## config.mk

```make
export PLATFORM = sky130hd
export DESIGN_NAME = serializer_scheduler
export DESIGN_NICKNAME = d
export VERILOG_FILES = /design/src/rtl/serializer_pkg.sv /design/src/rtl/sample_fifo.sv /design/src/rtl/serializer_scheduler.sv
export SDC_FILE = /design/constraint.sdc
export NUM_CORES = 1
export LEC_CHECK = 0
export CELL_PAD_IN_SITES_DETAIL_PLACEMENT = 1
export CELL_PAD_IN_SITES_GLOBAL_PLACEMENT = 2
export CORE_ASPECT_RATIO = 0.5
export CORE_MARGIN = 8
export CORE_UTILIZATION = 43
export CTS_BUF_LIST = sky130_fd_sc_hd__clkbuf_16
export DETAILED_ROUTE_END_ITERATION = 8
export PLACE_DENSITY = 0.89
export SYNTH_ARGS = -nofsm -noshare
export SYNTH_HDL_FRONTEND = slang
export SYNTH_SLANG_ARGS = --single-unit
```

## constraint.sdc

```tcl
create_clock -name clock_i -period 4 [get_ports clock_i]
set_clock_uncertainty 0.1 [all_clocks]
set_input_delay 1.2 -clock clock_i [delete_from_list [all_inputs] [get_ports clock_i]]
set_output_delay 1.2 -clock clock_i [all_outputs]
set_load 0.1 [all_outputs]
```

## src/rtl/serializer_pkg.sv

```systemverilog
// serializer_pkg: shared state encoding and helpers for the sample scheduler.
`default_nettype none

package serializer_pkg;

  typedef enum logic [1:0] {
    IDLE  = 2'd0,
    LOAD  = 2'd1,
    SHIFT = 2'd2,
    GAP   = 2'd3
  } sched_state_t;

  localparam int DEFAULT_WORD_LENGTH = 16;

  function automatic int calc_div(input int sys, input int samp);
    return sys / samp;
  endfunction

endpackage

`default_nettype wire

```

## src/rtl/sample_fifo.sv

```systemverilog
// sample_fifo: small power-of-two sample buffer with extra-bit pointer wrap.
`default_nettype none

module sample_fifo #(
  parameter int WORD_LENGTH = 16,
  parameter int FIFO_DEPTH  = 4
) (
  input  logic                          clk,
  input  logic                          rst_n,
  input  logic                          push,
  input  logic                          pop,
  input  logic [WORD_LENGTH-1:0]        wdata,
  output logic [WORD_LENGTH-1:0]        rdata,
  output logic                          full,
  output logic                          empty,
  output logic [$clog2(FIFO_DEPTH):0]   level
);

  localparam int AW = $clog2(FIFO_DEPTH);

  logic [WORD_LENGTH-1:0] mem [FIFO_DEPTH];
  logic [AW:0]            wr_ptr;
  logic [AW:0]            rd_ptr;
  logic                   do_push;
  logic                   do_pop;

  // A full FIFO never accepts, even when a pop frees a slot this cycle.
  assign do_push = push && !full;
  assign do_pop  = pop && !empty;

  always_ff @(posedge clk) begin
    if (do_push) begin
      mem[wr_ptr[AW-1:0]] <= wdata;
    end
  end

  always_ff @(posedge clk or negedge rst_n) begin
    if (!rst_n) begin
      wr_ptr <= '0;
      rd_ptr <= '0;
    end else begin
      if (do_push) wr_ptr <= wr_ptr + 1'b1;
      if (do_pop)  rd_ptr <= rd_ptr + 1'b1;
    end
  end

  assign empty = (wr_ptr == rd_ptr);
  assign full  = (wr_ptr[AW] != rd_ptr[AW]) && (wr_ptr[AW-1:0] == rd_ptr[AW-1:0]);
  assign level = wr_ptr - rd_ptr;
  assign rdata = mem[rd_ptr[AW-1:0]];

endmodule

`default_nettype wire

```

## src/rtl/serializer_scheduler.sv

```systemverilog
// serializer_scheduler: paces buffered audio words into the PWM serializer,
// one word per sample tick, with silence substitution and overrun flagging.
`default_nettype none

module serializer_scheduler
  import serializer_pkg::*;
#(
  parameter int                     WORD_LENGTH        = DEFAULT_WORD_LENGTH,
  parameter int                     SYSTEM_FREQUENCY   = 100000000,
  parameter int                     SAMPLING_FREQUENCY = 1000000,
  parameter int                     FIFO_DEPTH         = 4,
  parameter logic [WORD_LENGTH-1:0] SILENCE_WORD       = '0
) (
  input  logic                         clock_i,
  input  logic                         reset_n_i,
  input  logic                         enable_i,
  input  logic                         sample_valid_i,
  input  logic [WORD_LENGTH-1:0]       sample_i,
  output logic                         sample_ready_o,
  output logic                         ser_enable_o,
  output logic [WORD_LENGTH-1:0]       ser_data_o,
  input  logic                         ser_done_i,
  output logic                         busy_o,
  output logic                         underrun_o,
  output logic                         overrun_o,
  output logic [7:0]                   underrun_count_o,
  output logic [$clog2(FIFO_DEPTH):0]  fill_level_o
);

  localparam int DIV = calc_div(SYSTEM_FREQUENCY, SAMPLING_FREQUENCY);
  localparam int CW  = (DIV > 1) ? $clog2(DIV) : 1;
  localparam logic [CW-1:0] LAST = CW'(DIV - 1);

  generate
    if (DIV < WORD_LENGTH + 4) begin : g_div_check
      $error("serializer_scheduler: DIV too small for one word plus LOAD/GAP overhead");
    end
    if ((FIFO_DEPTH < 2) || ((FIFO_DEPTH & (FIFO_DEPTH - 1)) != 0)) begin : g_depth_check
      $error("serializer_scheduler: FIFO_DEPTH must be a power of two >= 2");
    end
  endgenerate

  logic [CW-1:0]          count;
  logic                   tick;
  sched_state_t           state;
  sched_state_t           next_state;
  logic                   accept_tick;
  logic                   drop_tick;
  logic                   pop;
  logic                   push;
  logic                   fifo_full;
  logic                   fifo_empty;
  logic [WORD_LENGTH-1:0] fifo_head;

  assign sample_ready_o = !fifo_full;
  assign push           = sample_valid_i && !fifo_full;

  sample_fifo #(
    .WORD_LENGTH (WORD_LENGTH),
    .FIFO_DEPTH  (FIFO_DEPTH)
  ) u_fifo (
    .clk   (clock_i),
    .rst_n (reset_n_i),
    .push  (push),
    .pop   (pop),
    .wdata (sample_i),
    .rdata (fifo_head),
    .full  (fifo_full),
    .empty (fifo_empty),
    .level (fill_level_o)
  );

  // Sample-rate divider; parked at zero whenever the scheduler is disabled.
  always_ff @(posedge clock_i or negedge reset_n_i) begin
    if (!reset_n_i) begin
      count <= '0;
      tick  <= 1'b0;
    end else if (!enable_i) begin
      count <= '0;
      tick  <= 1'b0;
    end else begin
      tick  <= (count == LAST);
      count <= (count == LAST) ? '0 : count + CW'(1);
    end
  end

  always_ff @(posedge clock_i or negedge reset_n_i) begin
    if (!reset_n_i) state <= IDLE;
    else            state <= next_state;
  end

  always_comb begin
    next_state  = state;
    accept_tick = 1'b0;
    pop         = 1'b0;
    case (state)
      IDLE: begin
        if (tick) begin
          next_state  = LOAD;
          accept_tick = 1'b1;
          pop         = !fifo_empty;
        end
      end
      LOAD:    next_state = SHIFT;
      SHIFT:   if (ser_done_i) next_state = GAP;
      GAP:     next_state = IDLE;
      default: next_state = IDLE;
    endcase
    drop_tick = tick && (state != IDLE);
  end

  always_ff @(posedge clock_i or negedge reset_n_i) begin
    if (!reset_n_i) begin
      ser_enable_o     <= 1'b0;
      ser_data_o       <= '0;
      busy_o           <= 1'b0;
      underrun_o       <= 1'b0;
      overrun_o        <= 1'b0;
      underrun_count_o <= '0;
    end else begin
      ser_enable_o <= (next_state == SHIFT);
      busy_o       <= (next_state != IDLE);
      underrun_o   <= accept_tick && fifo_empty;
      overrun_o    <= drop_tick;
      if (accept_tick) begin
        ser_data_o <= fifo_empty ? SILENCE_WORD : fifo_head;
      end
      if (accept_tick && fifo_empty && (underrun_count_o != 8'hFF)) begin
        underrun_count_o <= underrun_count_o + 8'd1;
      end
    end
  end

endmodule

`default_nettype wire

```

# --- Word-level counts from Yosys, hierarchy flattened ---
# Memory sizes are Yosys's and may differ from the RTL's.
# Index checks and enable logic that the tools add are counted.
word_totals:
  output_inout_bits: 32
  rom_bits: 0
  register_bits: 44
  input_bits: 21
  mem_count: 1
  ramBits: 64
  wordCells: 51
  latchBits: 0
memory_table:
  columns: ["memory", "depth", "word_bits", "read_ports", "rd_clocked_by_memory_dff", "write_ports", "line_no", "rtl"]
  rows:
  - ["u_fifo.mem", 4, 16, 1, 0, 1, "sample_fifo.sv:21", "logic [WORD_LENGTH-1:0] mem [FIFO_DEPTH];"]
op_classes:
  bitwise: 0
  multipliers: 0
  shift: 0
  div_mod_pow: 0
  n_reduce_logical: 12
  n_eq_ne: 9
  add_sub_neg: 5
  order_cmp: 0
  mux: 13
op_table:
  columns: ["op", "count"]
  rows:
  - ["two-way mux 16 bit", 1]
  - ["two-way mux 7 bit", 2]
  - ["adder 8 x 1 -> 8 bit (second input constant)", 1]
  - ["!= test 8 bit (second input constant)", 1]
  - ["case mux 2 bit (4 select lines)", 1]
  - ["adder 7 x 1 -> 7 bit (second input constant)", 1]
  - ["equality test 7 bit (second input constant)", 1]
  - ["logical AND 1 bit", 7]
  - ["two-way mux 1 bit", 7]
  - ["adder 3 x 1 -> 3 bit (second input constant)", 2]
  - ["equality test 2 bit (second input constant)", 3]
  - ["two-way mux 2 bit", 2]
  - ["nonzero test 2 bit", 2]
  - ["equality test 3 bit", 1]
  - ["subtractor 3 bit", 1]
  - ["equality test 2 x 1 -> 1 bit (second input constant)", 1]
  - ["equality test 2 bit", 1]
  - ["logical NOT 1 bit", 2]
  - ["logical NOT 2 bit", 1]
  - ["!= test 1 bit", 1]

# --- Depth between registers and ports, before layout ---
# Gate-level depths: netlist (run 1).
depth:
  word_depth: 7
  mapped_depth: 10
  depth_no_buf: 7

# --- By module ---
# Synthesis (run 1) repeated with hierarchy kept, for this count alone.
unflattened:
  hier_cells: 288
  area_unflattened_um2: 4436.8
modules_own_cells:
  columns: ["mod", "area_per_inst_um2", "cells_each", "instances", "seq_area_each_um2"]
  rows:
  - ["sample_fifo", 2768.9, 128, 1, 2072.0]
  - ["serializer_scheduler", 1667.8, 160, 1, 950.9]

# --- Least setup slack after synthesis (run 1) ---
# No wires, ideal clock.
synth_timing:
  path_type: "reg2out"
  start: "register u_fifo.wr_ptr[0]"
  end: "output port fill_level_o[2]"
  required_ns: 2.700
  t_arrival_ns: 2.588
  path_stages_with_launch: 5
  path_buffers: 0
  path_slack_ns: 0.112
  path_cell_list: "dfrtp_1 inv_1 ha_1 fa_1 xnor2_1"
synth_between:
  elab_chain_len: 1
synth_lines:
  columns: ["element", "line_no", "rtl"]
  rows:
  - ["start: declaration", "sample_fifo.sv:22", "logic [AW:0] wr_ptr;"]
  - ["start signal: assignment", "sample_fifo.sv:42", "if (do_push) wr_ptr <= wr_ptr + 1'b1;"]
  - ["subtractor 3 bit", "sample_fifo.sv:49", "assign level = wr_ptr - rd_ptr;"]
  - ["end: declaration", "serializer_scheduler.sv:27", "output logic [$clog2(FIFO_DEPTH):0] fill_level_o"]
# Every way passes these cells.

# --- Worst setup path after layout (run 1) ---
layout_timing:
  start: "register u_fifo.rd_ptr[1]"
  end: "output port sample_ready_o"
layout_between:
  elab_chain_len: 3
layout_lines:
  columns: ["element", "line_no", "rtl"]
  rows:
  - ["start: declaration", "sample_fifo.sv:23", "logic [AW:0] rd_ptr;"]
  - ["start signal: assignment", "sample_fifo.sv:43", "if (do_pop) rd_ptr <= rd_ptr + 1'b1;"]
  - ["equality test 2 bit", "sample_fifo.sv:48", "assign full = (wr_ptr[AW] != rd_ptr[AW]) && (wr_ptr[AW-1:0] == rd_ptr[AW-1:0]);"]
  - ["logical AND 1 bit", "sample_fifo.sv:48", null]
  - ["logical NOT 1 bit", "serializer_scheduler.sv:55", "assign sample_ready_o = !fifo_full;"]
  - ["end: declaration", "serializer_scheduler.sv:19", "output logic sample_ready_o,"]
# Every way passes these cells.

==> results of run 1 <==
[sequential cells by signal, summed over array words and instances, names as in the netlist, 2 cells and up]
| register | flops |
|---|---|
| u_fifo.mem | 64 |
| ser_data_o | 16 |
| underrun_count_o | 8 |
| count | 7 |
| u_fifo.rd_ptr | 3 |
| u_fifo.wr_ptr | 3 |
| state | 2 |
[cell type report]
class                      instances  area (um^2)
fill                             895         4350
sequential                       108         3020
multi-input combinational        122         1170
timing repair buffer              54          503
clock buffer                       9          225
tap                              135          169
clock inverter                     7         57.6
inverter                          11         41.3
[cell usage after synthesis (all sizes together)]
library cell	instances
or3	1
mux2i	3
clkbuf	2
and3	1
mux2	3
o21a	1
nand2	11
dfrtp	44
xnor2	7
mux4	16
edfxtp	64
nand3	6
o21ai	2
nand4	3
fa	1
nor2	14
nor3	2
and2	5
buf	6
inv	11
nor2b	2
a31oi	1
a21oi	5
or2	1
nor4b	2
xor2	7
a22o	16
ha	12
[worst min path at each step]
| stage | end | slack [ns] | cells past startpoint |
|---|---|---|---|
| 6_report | count[0]$_DFF_PN0_ | 0.37 | 1 |
| 3_5_place_dp | count[0]$_DFF_PN0_ | 0.36 | 1 |
| 4_1_cts | count[0]$_DFF_PN0_ | 0.37 | 1 |
| 2_1_floorplan | count[0]$_DFF_PN0_ | 0.33 | 1 |
| 3_3_place_gp | count[0]$_DFF_PN0_ | 0.34 | 1 |
| 5_1_grt | count[0]$_DFF_PN0_ | 0.39 | 1 |
[cell usage in the layout, fill, tap and decap left out, types with 2 or more instances in the layout]
master	count
sky130_fd_sc_hd__buf_4	29
sky130_fd_sc_hd__and2_1	5
sky130_fd_sc_hd__xnor2_1	7
sky130_fd_sc_hd__nor2_1	14
sky130_fd_sc_hd__clkbuf_16	9
sky130_fd_sc_hd__nor2b_1	2
sky130_fd_sc_hd__ha_1	12
sky130_fd_sc_hd__mux4_2	16
sky130_fd_sc_hd__nand4_1	3
sky130_fd_sc_hd__xor2_1	7
sky130_fd_sc_hd__nand2_1	10
sky130_fd_sc_hd__buf_12	4
sky130_fd_sc_hd__a21oi_1	5
sky130_fd_sc_hd__edfxtp_1	64
sky130_fd_sc_hd__clkinv_1	4
sky130_fd_sc_hd__clkdlybuf4s50_1	20
sky130_fd_sc_hd__nand3_1	6
sky130_fd_sc_hd__a22o_1	16
sky130_fd_sc_hd__dfrtp_1	44
sky130_fd_sc_hd__inv_1	10
sky130_fd_sc_hd__mux2i_1	3
sky130_fd_sc_hd__mux2_2	2
sky130_fd_sc_hd__o21ai_0	2
[power by group]
part	internal (uW)	switching, uW
clock network	476	378
logic	217	465
registers	1370	60.2
[stage by stage]
| stage | total power [uW] | util [%] |
|---|---|---|
| floorplan | 1870 | - |
| global placement | 2090 | 51.4 |
| detailed placement | 2140 | 51.4 |
| CTS | 3000 | 54.4 |
| global route | 3080 | 54.4 |
| finish | 2960 | 54.4 |
[worst max-delay path, cell delays in order, from the launching register on]
cell,delay [ns]
sky130_fd_sc_hd__dfrtp_1,0.94
sky130_fd_sc_hd__inv_1,0.16
sky130_fd_sc_hd__ha_1,0.39
sky130_fd_sc_hd__nand3_1,0.15
sky130_fd_sc_hd__buf_12,0.21
[metal layers]
metal | part of all wire (%) | routed length, um | track usage (%)
met1 | 42 | 4020 | 17.5
met2 | 53 | 5130 | 26.8
met3 | 4.2 | 402 | 3.87
met4 | 1.1 | 102 | 4.94
met5 | 0 | 0 | 0
[cell families (layout without fill, tap and decap cells)]
family,count (synthesis),in the layout
AOI/OAI and AO/OA,25,25
xor gates and xnor gates,14,14
adders and majority gates,13,13
buffers and inverters,19,81
DFF,108,108
muxes,22,22
and+or+nand+nor,48,48
==> results.py, run 1 <==
metrics = {
    "grt": {
        "grt.overflow.total": 0,
        "grt_start_max_net_pins": 45,
        "grt_usage_pct": 15.0,
        "grt_antenna_before_repair": 0,
        "grt_pass1_wl_um": 15200,
        "grt_pass1_vias": 2625,
    },
    "synth": {
        "synthesized_area_um2": 4270,
        "synth-simple-area-share_pct": 5.98,
        "synth_compound_gate_area_share_pct": 4.43,
        "synth.avg_cell_area_um2": 17.1,
        "synth-seq-area-share_pct": 70.8,
        "post-synth-top-area-cell": "sky130_fd_sc_hd__edfxtp_1",
        "yosys_register_bits": 108,
        "post_synth_xor_area_fraction_pct": 2.87,
        "synth_top_family_by_area": "multiplexers",
        "yosys-mux-area-fraction_pct": 9.94,
        "syn-num-nets": 283,
        "synth.distinct_cells": 35,
        "synthesis.instances": 249,
        "yosysWarnings": 0,
        "synth_fa_ha_area_share_pct": 3.99,
        "synth_top_cells_by_area": "sky130_fd_sc_hd__edfxtp_1, sky130_fd_sc_hd__dfrtp_1, sky130_fd_sc_hd__mux4_2",
        "synth_largest_type_area_fraction_pct": 45.0,
    },
    "floorplan": {
        "fp.dieH_um": 86.4,
        "floorplan.die_area_um2": 13600,
        "floorplan.initialDensity_pct": 44.7,
        "placement_rows": 25,
        "io_pins": 53,
        "die_width_um": 157,
        "core_area_um2": 9540,
    },
    "clocking": {
        "cts_hold_buf": 0,
        "cts.clk_slew.worst_paths_ns": 0.07,
        "ctsResizeCount": 0,
        "ctsHtreeMaxLevel": 3,
        "tritoncts": "yes",
        "cts_root_buf": "sky130_fd_sc_hd__clkbuf_16",
        "cts_setup_buffers": 0,
        "clock_tree_buf_depth": 2,
        "clkLatencyLatePin_ns": 0.34,
        "clock-sinks": 108,
        "numCtsBuffers": 9,
    },
    "worst_setup_path": {
        "setup.worst_path.start_class": "register",
        "critPathArrivalTime_ns": 2.20,
        "maximum_fanout_encountered_on_the_critical_timing_path": 19,
        "r2r-end": "u_fifo.mem[3][8]$_DFFE_PP_",
        "setup.worst_path.end_class": "output pin",
        "setup.worst_path.end": "sample_ready_o",
        "crit_required_ns": 2.70,
        "rr_startpoint": "u_fifo.rd_ptr[1]$_DFFE_PN0P_",
        "regToRegSetupSlack_ns": 0.88,
        "start_to_end_type_of_the_worst_setup_path": "reg2out",
        "worst_r2r_path_depth": 5,
        "crit_path_start": "u_fifo.rd_ptr[1]$_DFFE_PN0P_",
    },
    "power": {
        "power-per-cell-area_nw_per_um2": 571,
        "cellLeakagePower_uw": 0.00206,
        "power.ir.vdd_worst_mv": 0.260,
    },
    "timing": {
        "grt_setup_unrepaired": "false",
        "fin_crit_sh_pct": 87.4,
        "timing.final.ws_setup_ns": 0.505,
        "min_period_ns": 3.50,
        "tightest_slew_ns": 1.07,
        "slew_headroom_pct": 28.9,
        "hold_viol_final": 0,
        "max_slew_violation_total_from_the_final_report": 0,
        "achievable-frequency_mhz": 286,
        "fin_setup_tns_ns": 0,
        "final-setup-viol-count": 0,
        "fin_worst_hold_slack_ns": 0.369,
    },
    "final_layout": {
        "layoutNonFillerInstCount": 446,
        "stdcell_area_um2": 5190,
        "antenna-diode-count": 0,
        "flow.area_growth_from_synthesis_pct": 21.5,
        "final_layout_size_suffix_gt1_share_pct": 22.5,
        "layout_nets": 340,
    },
    "place": {
        "placed_cells": 430,
        "postPlaceCellArea_um2": 4900,
        "dp_slack_ns": 0.784,
        "globalplace.congestion": 0.751,
        "dpl.hpwl_um": 6520,
        "numPortBuffers": 52,
    },
    "routing": {
        "dr_pass1_iterations": 4,
        "routed-via-count": 2323,
        "antenna_violating_nets_post_route": 0,
        "routed_via_density": 5.21,
        "detail_route.wl_per_cell_um": 21.6,
        "detailedRoute.firstIterationViolations": 92,
        "drc_errors": 0,
        "postRouteWirelength_um": 9650,
    },
    "outcome": {
        "outcome": "finished, final reports clean",
    },
    "run": {
        "cap_viol_max_count": 0,
    },
    "min_path": {
        "hold_path_class": "reg2reg",
        "holdCritStartpoint": "count[0]$_DFF_PN0_",
    },
}
Power figures use the tool's default switching activity.
==> run 2, diff against run 1 <==
--- a/config.mk
+++ b/config.mk
@@ -5,14 +5,16 @@
 export SDC_FILE = /design/constraint.sdc
 export NUM_CORES = 1
 export LEC_CHECK = 0
+export ABC_CLOCK_PERIOD_IN_PS = 4000
 export CELL_PAD_IN_SITES_DETAIL_PLACEMENT = 1
 export CELL_PAD_IN_SITES_GLOBAL_PLACEMENT = 2
 export CORE_ASPECT_RATIO = 0.5
 export CORE_MARGIN = 8
-export CORE_UTILIZATION = 43
+export CORE_UTILIZATION = 49
 export CTS_BUF_LIST = sky130_fd_sc_hd__clkbuf_16
 export DETAILED_ROUTE_END_ITERATION = 8
-export PLACE_DENSITY = 0.89
+export DONT_BUFFER_PORTS = 1
+export PLACE_DENSITY = 0.88
 export SYNTH_ARGS = -nofsm -noshare
 export SYNTH_HDL_FRONTEND = slang
 export SYNTH_SLANG_ARGS = --single-unit
==> results.py, run 2 (synthesis results as in run 1) <==
metrics = {
    "outcome": {
        "outcome": "finished, final reports clean",
    },
    "place": {
        "dpl.hpwl_um": 5510,
        "numPortBuffers": 0,
        "globalplace.congestion": 0.758,
        "placed_cells": 367,
    },
    "timing": {
        "min_period_ns": 3.32,
        "slew_headroom_pct": 30.9,
        "final-setup-viol-count": 0,
        "fin_worst_hold_slack_ns": 0.360,
        "fin_crit_sh_pct": 83.0,
        "achievable-frequency_mhz": 301,
        "max_slew_violation_total_from_the_final_report": 0,
        "grt_setup_unrepaired": "false",
        "tightest_slew_ns": 1.04,
        "hold_viol_final": 0,
        "fin_setup_tns_ns": 0,
    },
    "floorplan": {
        "placement_rows": 24,
        "fp.dieH_um": 82.0,
        "floorplan.die_area_um2": 12100,
        "io_pins": 53,
        "core_area_um2": 8590,
        "floorplan.initialDensity_pct": 49.7,
        "die_width_um": 148,
    },
    "min_path": {
        "hold_path_class": "reg2reg",
    },
    "clocking": {
        "clkLatencyLatePin_ns": 0.34,
        "cts_hold_buf": 0,
        "numCtsBuffers": 9,
        "clock-sinks": 108,
        "ctsHtreeMaxLevel": 3,
        "ctsResizeCount": 0,
        "cts.clk_slew.worst_paths_ns": 0.07,
        "cts_setup_buffers": 0,
        "tritoncts": "yes",
        "clock_tree_buf_depth": 2,
        "cts_root_buf": "sky130_fd_sc_hd__clkbuf_16",
    },
    "power": {
        "pwr-share-clk_pct": 31.2,
        "power-per-cell-area_nw_per_um2": 607,
        "cellLeakagePower_uw": 0.00185,
        "combPwrFrac_pct": 17.1,
        "power.switching_fraction_pct": 30.7,
        "seq_power_share_pct": 51.7,
        "power.ir.vdd_worst_mv": 0.299,
        "power.switching_uw": 887,
        "power_uw": 2890,
        "internal_power_uw": 2000,
    },
    "routing": {
        "routed_via_density": 5.50,
        "dr.max_layer_used": "met4",
        "detailedRoute.firstIterationViolations": 151,
        "detail_route.wl_per_cell_um": 21.9,
        "postRouteWirelength_um": 8390,
        "route.layer.met1.wl_um": 3460,
        "drc_errors": 0,
        "met2WireLength_um": 4360,
        "antenna_violating_nets_post_route": 0,
        "dr_pass1_iterations": 4,
        "met3_length_um": 473,
        "routed-via-count": 2106,
    },
    "final_layout": {
        "final_layout_size_suffix_gt1_share_pct": 18.4,
        "flow.area_growth_from_synthesis_pct": 11.5,
        "antenna-diode-count": 0,
        "layout_nets": 295,
        "top_library_cells_by_usage_in_the_layout_fill_and_taps_aside": "sky130_fd_sc_hd__edfxtp_1, sky130_fd_sc_hd__dfrtp_1, sky130_fd_sc_hd__mux4_2, sky130_fd_sc_hd__a22o_1, sky130_fd_sc_hd__nor2_1",
        "num-fill-cells": 805,
        "largest_reg_flops": 64,
        "mostFrequentLayoutCell": "sky130_fd_sc_hd__edfxtp_1",
        "layoutNonFillerInstCount": 383,
    },
    "worst_setup_path": {
        "regToRegSetupSlack_ns": 1.28,
        "start_to_end_type_of_the_worst_setup_path": "reg2out",
        "setup.worst_path.end_class": "output pin",
        "setup.worst_path.start_class": "register",
        "crit_required_ns": 2.70,
        "maximum_fanout_encountered_on_the_critical_timing_path": 4,
        "critPathArrivalTime_ns": 2.02,
    },
    "grt": {
        "grt_antenna_before_repair": 0,
        "grt_pass1_vias": 2330,
        "grt_pass1_wl_um": 13200,
        "grt_usage_pct": 14.6,
        "grt.overflow.total": 0,
        "grt_start_max_net_pins": 45,
    },
    "run": {
        "cap_viol_max_count": 0,
    },
}
[run 2: cell types whose count changed in the layout (fill, tap and decap cells not counted), moves of 3 or more]
cell and change:
sky130_fd_sc_hd__inv_6 +3, sky130_fd_sc_hd__clkdlybuf4s50_1 -20, sky130_fd_sc_hd__buf_4 -20, sky130_fd_sc_hd__buf_12 -4, sky130_fd_sc_hd__clkinv_1 -3
[run 2: final timing paths]
kind                                         startpoint                      endpoint  cells after the start
setup / recovery           u_fifo.wr_ptr[0]$_DFFE_PN0N_               fill_level_o[2]                      5
hold reg to reg                      count[0]$_DFF_PN0_            count[0]$_DFF_PN0_                      1
min in group asynchronous                     reset_n_i  u_fifo.wr_ptr[1]$_DFFE_PN0N_                      0
hold / removal                       count[0]$_DFF_PN0_            count[0]$_DFF_PN0_                      1
setup reg to reg           u_fifo.rd_ptr[1]$_DFFE_PN0P_    u_fifo.mem[3][7]$_DFFE_PP_                      5
max in group asynchronous                     reset_n_i  u_fifo.rd_ptr[0]$_DFFE_PN0P_                      0
[run 2: per-stage QoR]
stage               instance area (um^2)  util, %  setup WS [ns]
detailed placement                  4450     51.9           1.12
global route                        4760     55.4          0.598
global placement                    4450     51.9           1.15
CTS                                 4760     55.4          0.663
finish                              4760     55.4          0.681
floorplan                           4270        -          0.112
[run 2: per-layer routing]
metal  up-vias  GRT usage, %
met2        39          26.0
met1      1100          16.4
met4         0          5.05
li1        955             -
met5         -             0
met3        12          5.39
[run 2: worst max-delay path, cell delays in order (launching register included)]
cell and delay (ns):
sky130_fd_sc_hd__dfrtp_1 0.40, sky130_fd_sc_hd__inv_1 0.12, sky130_fd_sc_hd__ha_1 0.22, sky130_fd_sc_hd__fa_1 0.42
sky130_fd_sc_hd__xnor2_2 0.19, sky130_fd_sc_hd__buf_4 0.31
[run 2: final cells by class]
cell class	count	area (um^2)	area share [%]
multi-input cells	122	1170	24.7
well taps	117	146	3.08
clock buffers	9	225	4.73
flip-flops and latches	108	3020	63.5
inverters	11	41.3	0.868
clock inverters	7	80.1	1.68
repair buffers	9	67.6	1.42
[run 2: power by group through the flow]
stage	clock (uW)	sequential, uW	combinational, uW
detailed placement	0	1510	498
global route	956	1510	538
CTS	923	1500	503
global placement	0	1500	475
finish	900	1490	495
floorplan	0	1490	378
==> run 3, diff against run 2 <==
--- a/config.mk
+++ b/config.mk
@@ -5,16 +5,16 @@
 export SDC_FILE = /design/constraint.sdc
 export NUM_CORES = 1
 export LEC_CHECK = 0
-export ABC_CLOCK_PERIOD_IN_PS = 4000
+export ABC_CLOCK_PERIOD_IN_PS = 2700
 export CELL_PAD_IN_SITES_DETAIL_PLACEMENT = 1
 export CELL_PAD_IN_SITES_GLOBAL_PLACEMENT = 2
 export CORE_ASPECT_RATIO = 0.5
 export CORE_MARGIN = 8
-export CORE_UTILIZATION = 49
+export CORE_UTILIZATION = 41
 export CTS_BUF_LIST = sky130_fd_sc_hd__clkbuf_16
 export DETAILED_ROUTE_END_ITERATION = 8
 export DONT_BUFFER_PORTS = 1
-export PLACE_DENSITY = 0.88
+export PLACE_DENSITY = 0.8
 export SYNTH_ARGS = -nofsm -noshare
 export SYNTH_HDL_FRONTEND = slang
 export SYNTH_SLANG_ARGS = --single-unit
==> constraint.sdc (replaced) <==
create_clock -name clock_i -period 2.7 [get_ports clock_i]
set_clock_uncertainty 0.1 [all_clocks]
set_input_delay 0.81 -clock clock_i [delete_from_list [all_inputs] [get_ports clock_i]]
set_output_delay 0.81 -clock clock_i [all_outputs]
set_load 0.1 [all_outputs]
==> results.py, run 3 (synthesis results as in run 1) <==
metrics = {
    "worst_setup_path": {
        "regToRegSetupSlack_ns": 0.36,
        "crit_path_start": "u_fifo.wr_ptr[0]$_DFFE_PN0N_",
        "start_to_end_type_of_the_worst_setup_path": "reg2out",
        "setup.worst_path.end_class": "output pin",
        "maximum_fanout_encountered_on_the_critical_timing_path": 2,
        "setup.worst_path.start_class": "register",
        "rr_startpoint": "u_fifo.rd_ptr[1]$_DFFE_PN0P_",
        "critPathArrivalTime_ns": 1.73,
        "crit_required_ns": 1.79,
        "worst_r2r_path_depth": 5,
        "r2r-end": "u_fifo.mem[2][0]$_DFFE_PP_",
    },
    "floorplan": {
        "floorplan.initialDensity_pct": 41.9,
        "die_width_um": 160,
        "core_area_um2": 10200,
        "placement_rows": 26,
        "fp.dieH_um": 88.1,
        "floorplan.die_area_um2": 14100,
        "io_pins": 53,
    },
    "grt": {
        "grt_usage_pct": 12.9,
        "grt_start_max_net_pins": 45,
        "grt_antenna_before_repair": 0,
        "grt_pass1_vias": 2551,
        "grt.overflow.total": 0,
        "grt_pass1_wl_um": 13900,
    },
    "clocking": {
        "numCtsBuffers": 9,
        "tritoncts": "yes",
        "cts_hold_buf": 0,
        "clkLatencyLatePin_ns": 0.34,
        "clock_tree_buf_depth": 2,
        "cts.clk_slew.worst_paths_ns": 0.07,
        "clock-sinks": 108,
        "cts_root_buf": "sky130_fd_sc_hd__clkbuf_16",
        "ctsHtreeMaxLevel": 3,
    },
    "routing": {
        "detail_route.wl_per_cell_um": 19.4,
        "drc_errors": 0,
        "dr_pass1_iterations": 4,
        "routed-via-count": 2268,
        "postRouteWirelength_um": 8600,
        "detailedRoute.firstIterationViolations": 59,
        "routed_via_density": 5.13,
        "antenna_violating_nets_post_route": 0,
    },
    "timing": {
        "min_period_ns": 2.64,
        "tightest_slew_ns": 0.899,
        "fin_crit_sh_pct": 97.7,
        "hold_viol_final": 0,
        "max_slew_violation_total_from_the_final_report": 0,
        "timing.final.ws_setup_ns": 0.0632,
        "achievable-frequency_mhz": 379,
        "slew_headroom_pct": 40.1,
        "fin_setup_tns_ns": 0,
        "final-setup-viol-count": 0,
        "grt_setup_unrepaired": "true",
    },
    "final_layout": {
        "stdcell_area_um2": 5150,
        "mostFrequentLayoutCell": "sky130_fd_sc_hd__edfxtp_1",
        "final_layout_size_suffix_gt1_share_pct": 29.5,
        "top_library_cells_by_usage_in_the_layout_fill_and_taps_aside": "sky130_fd_sc_hd__edfxtp_1, sky130_fd_sc_hd__dfrtp_1, sky130_fd_sc_hd__buf_4",
        "layout_nets": 331,
        "flow.area_growth_from_synthesis_pct": 20.8,
        "antenna-diode-count": 0,
        "largest_reg_flops": 64,
    },
    "min_path": {
        "hold_path_class": "in2async",
    },
    "place": {
        "postPlaceCellArea_um2": 4820,
        "dpl.hpwl_um": 5930,
        "numPortBuffers": 0,
        "globalplace.congestion": 0.757,
        "dp_slack_ns": 0.231,
    },
    "outcome": {
        "outcome": "finished, final reports clean",
    },
    "run": {
        "cap_viol_max_count": 0,
    },
    "power": {
        "cellLeakagePower_uw": 0.00206,
        "power.ir.vdd_worst_mv": 0.389,
        "power-per-cell-area_nw_per_um2": 876,
    },
}
## run 3: cell types whose count changed in the layout (fill, tap and decap cells not counted), sizes merged
cell      delta
buf         +36
clkinvlp     +1
inv          -1
## run 3: per-layer routing
metal	vias up	wire [um]	track usage, %
li1	1023	-	-
met1	1199	3580	14.1
met2	39	4480	23.3
met3	7	458	4.74
met4	0	78	4.46
met5	-	0	0
## run 3: through the flow
step	hold slack [ns]	utilization (%)	total power, uW	instances
final	0.0554	50.6	4520	442
after global routing	0.0365	50.6	4700	442
after CTS	0.0389	50.4	4530	441
after detailed placement	0.348	47.4	3200	424
after global placement	0.346	47.4	3150	424
after floorplan	0.325	-	2810	249
## run 3: worst max-delay path by stage
stage / end / slack (ns) / depth (start not counted)
after detailed placement: fill_level_o[2] / 0.23 / 5
final: fill_level_o[2] / 0.06 / 5
after global routing: fill_level_o[2] / -0.008 / 5
after floorplan: underrun_count_o[1]$_DFFE_PN0P_ / -0.04 / 9
after global placement: fill_level_o[2] / 0.29 / 5
after CTS: fill_level_o[2] / 0.04 / 5
## run 3: what timing repair did
item	4_1_cts	5_1_grt
endpoints found under the setup margin	2	2
pin swaps	0	2
setup buffers	1	1
gates resized for setup	2	2
## run 3: cell type report
type | count | area (um^2)
well taps | 140 | 175
repair buffers | 45 | 400
inverters | 11 | 41.3
clock inverters | 7 | 75.1
multi-input cells | 122 | 1210
clock buffers | 9 | 225
flip-flops and latches | 108 | 3020
fillers | 969 | 5030
## run 3: worst max-delay path, stage by stage (launching register included)
cell,delay [ns]
sky130_fd_sc_hd__dfrtp_1,0.38
sky130_fd_sc_hd__inv_2,0.07
sky130_fd_sc_hd__ha_4,0.16
sky130_fd_sc_hd__fa_2,0.42
sky130_fd_sc_hd__xnor2_4,0.17
sky130_fd_sc_hd__buf_12,0.19
## run 3: report_power, final
part | internal, uW | switching (uW)
clock | 726 | 585
combinational | 401 | 704
sequential | 2020 | 82.0
total | 3150 | 1370
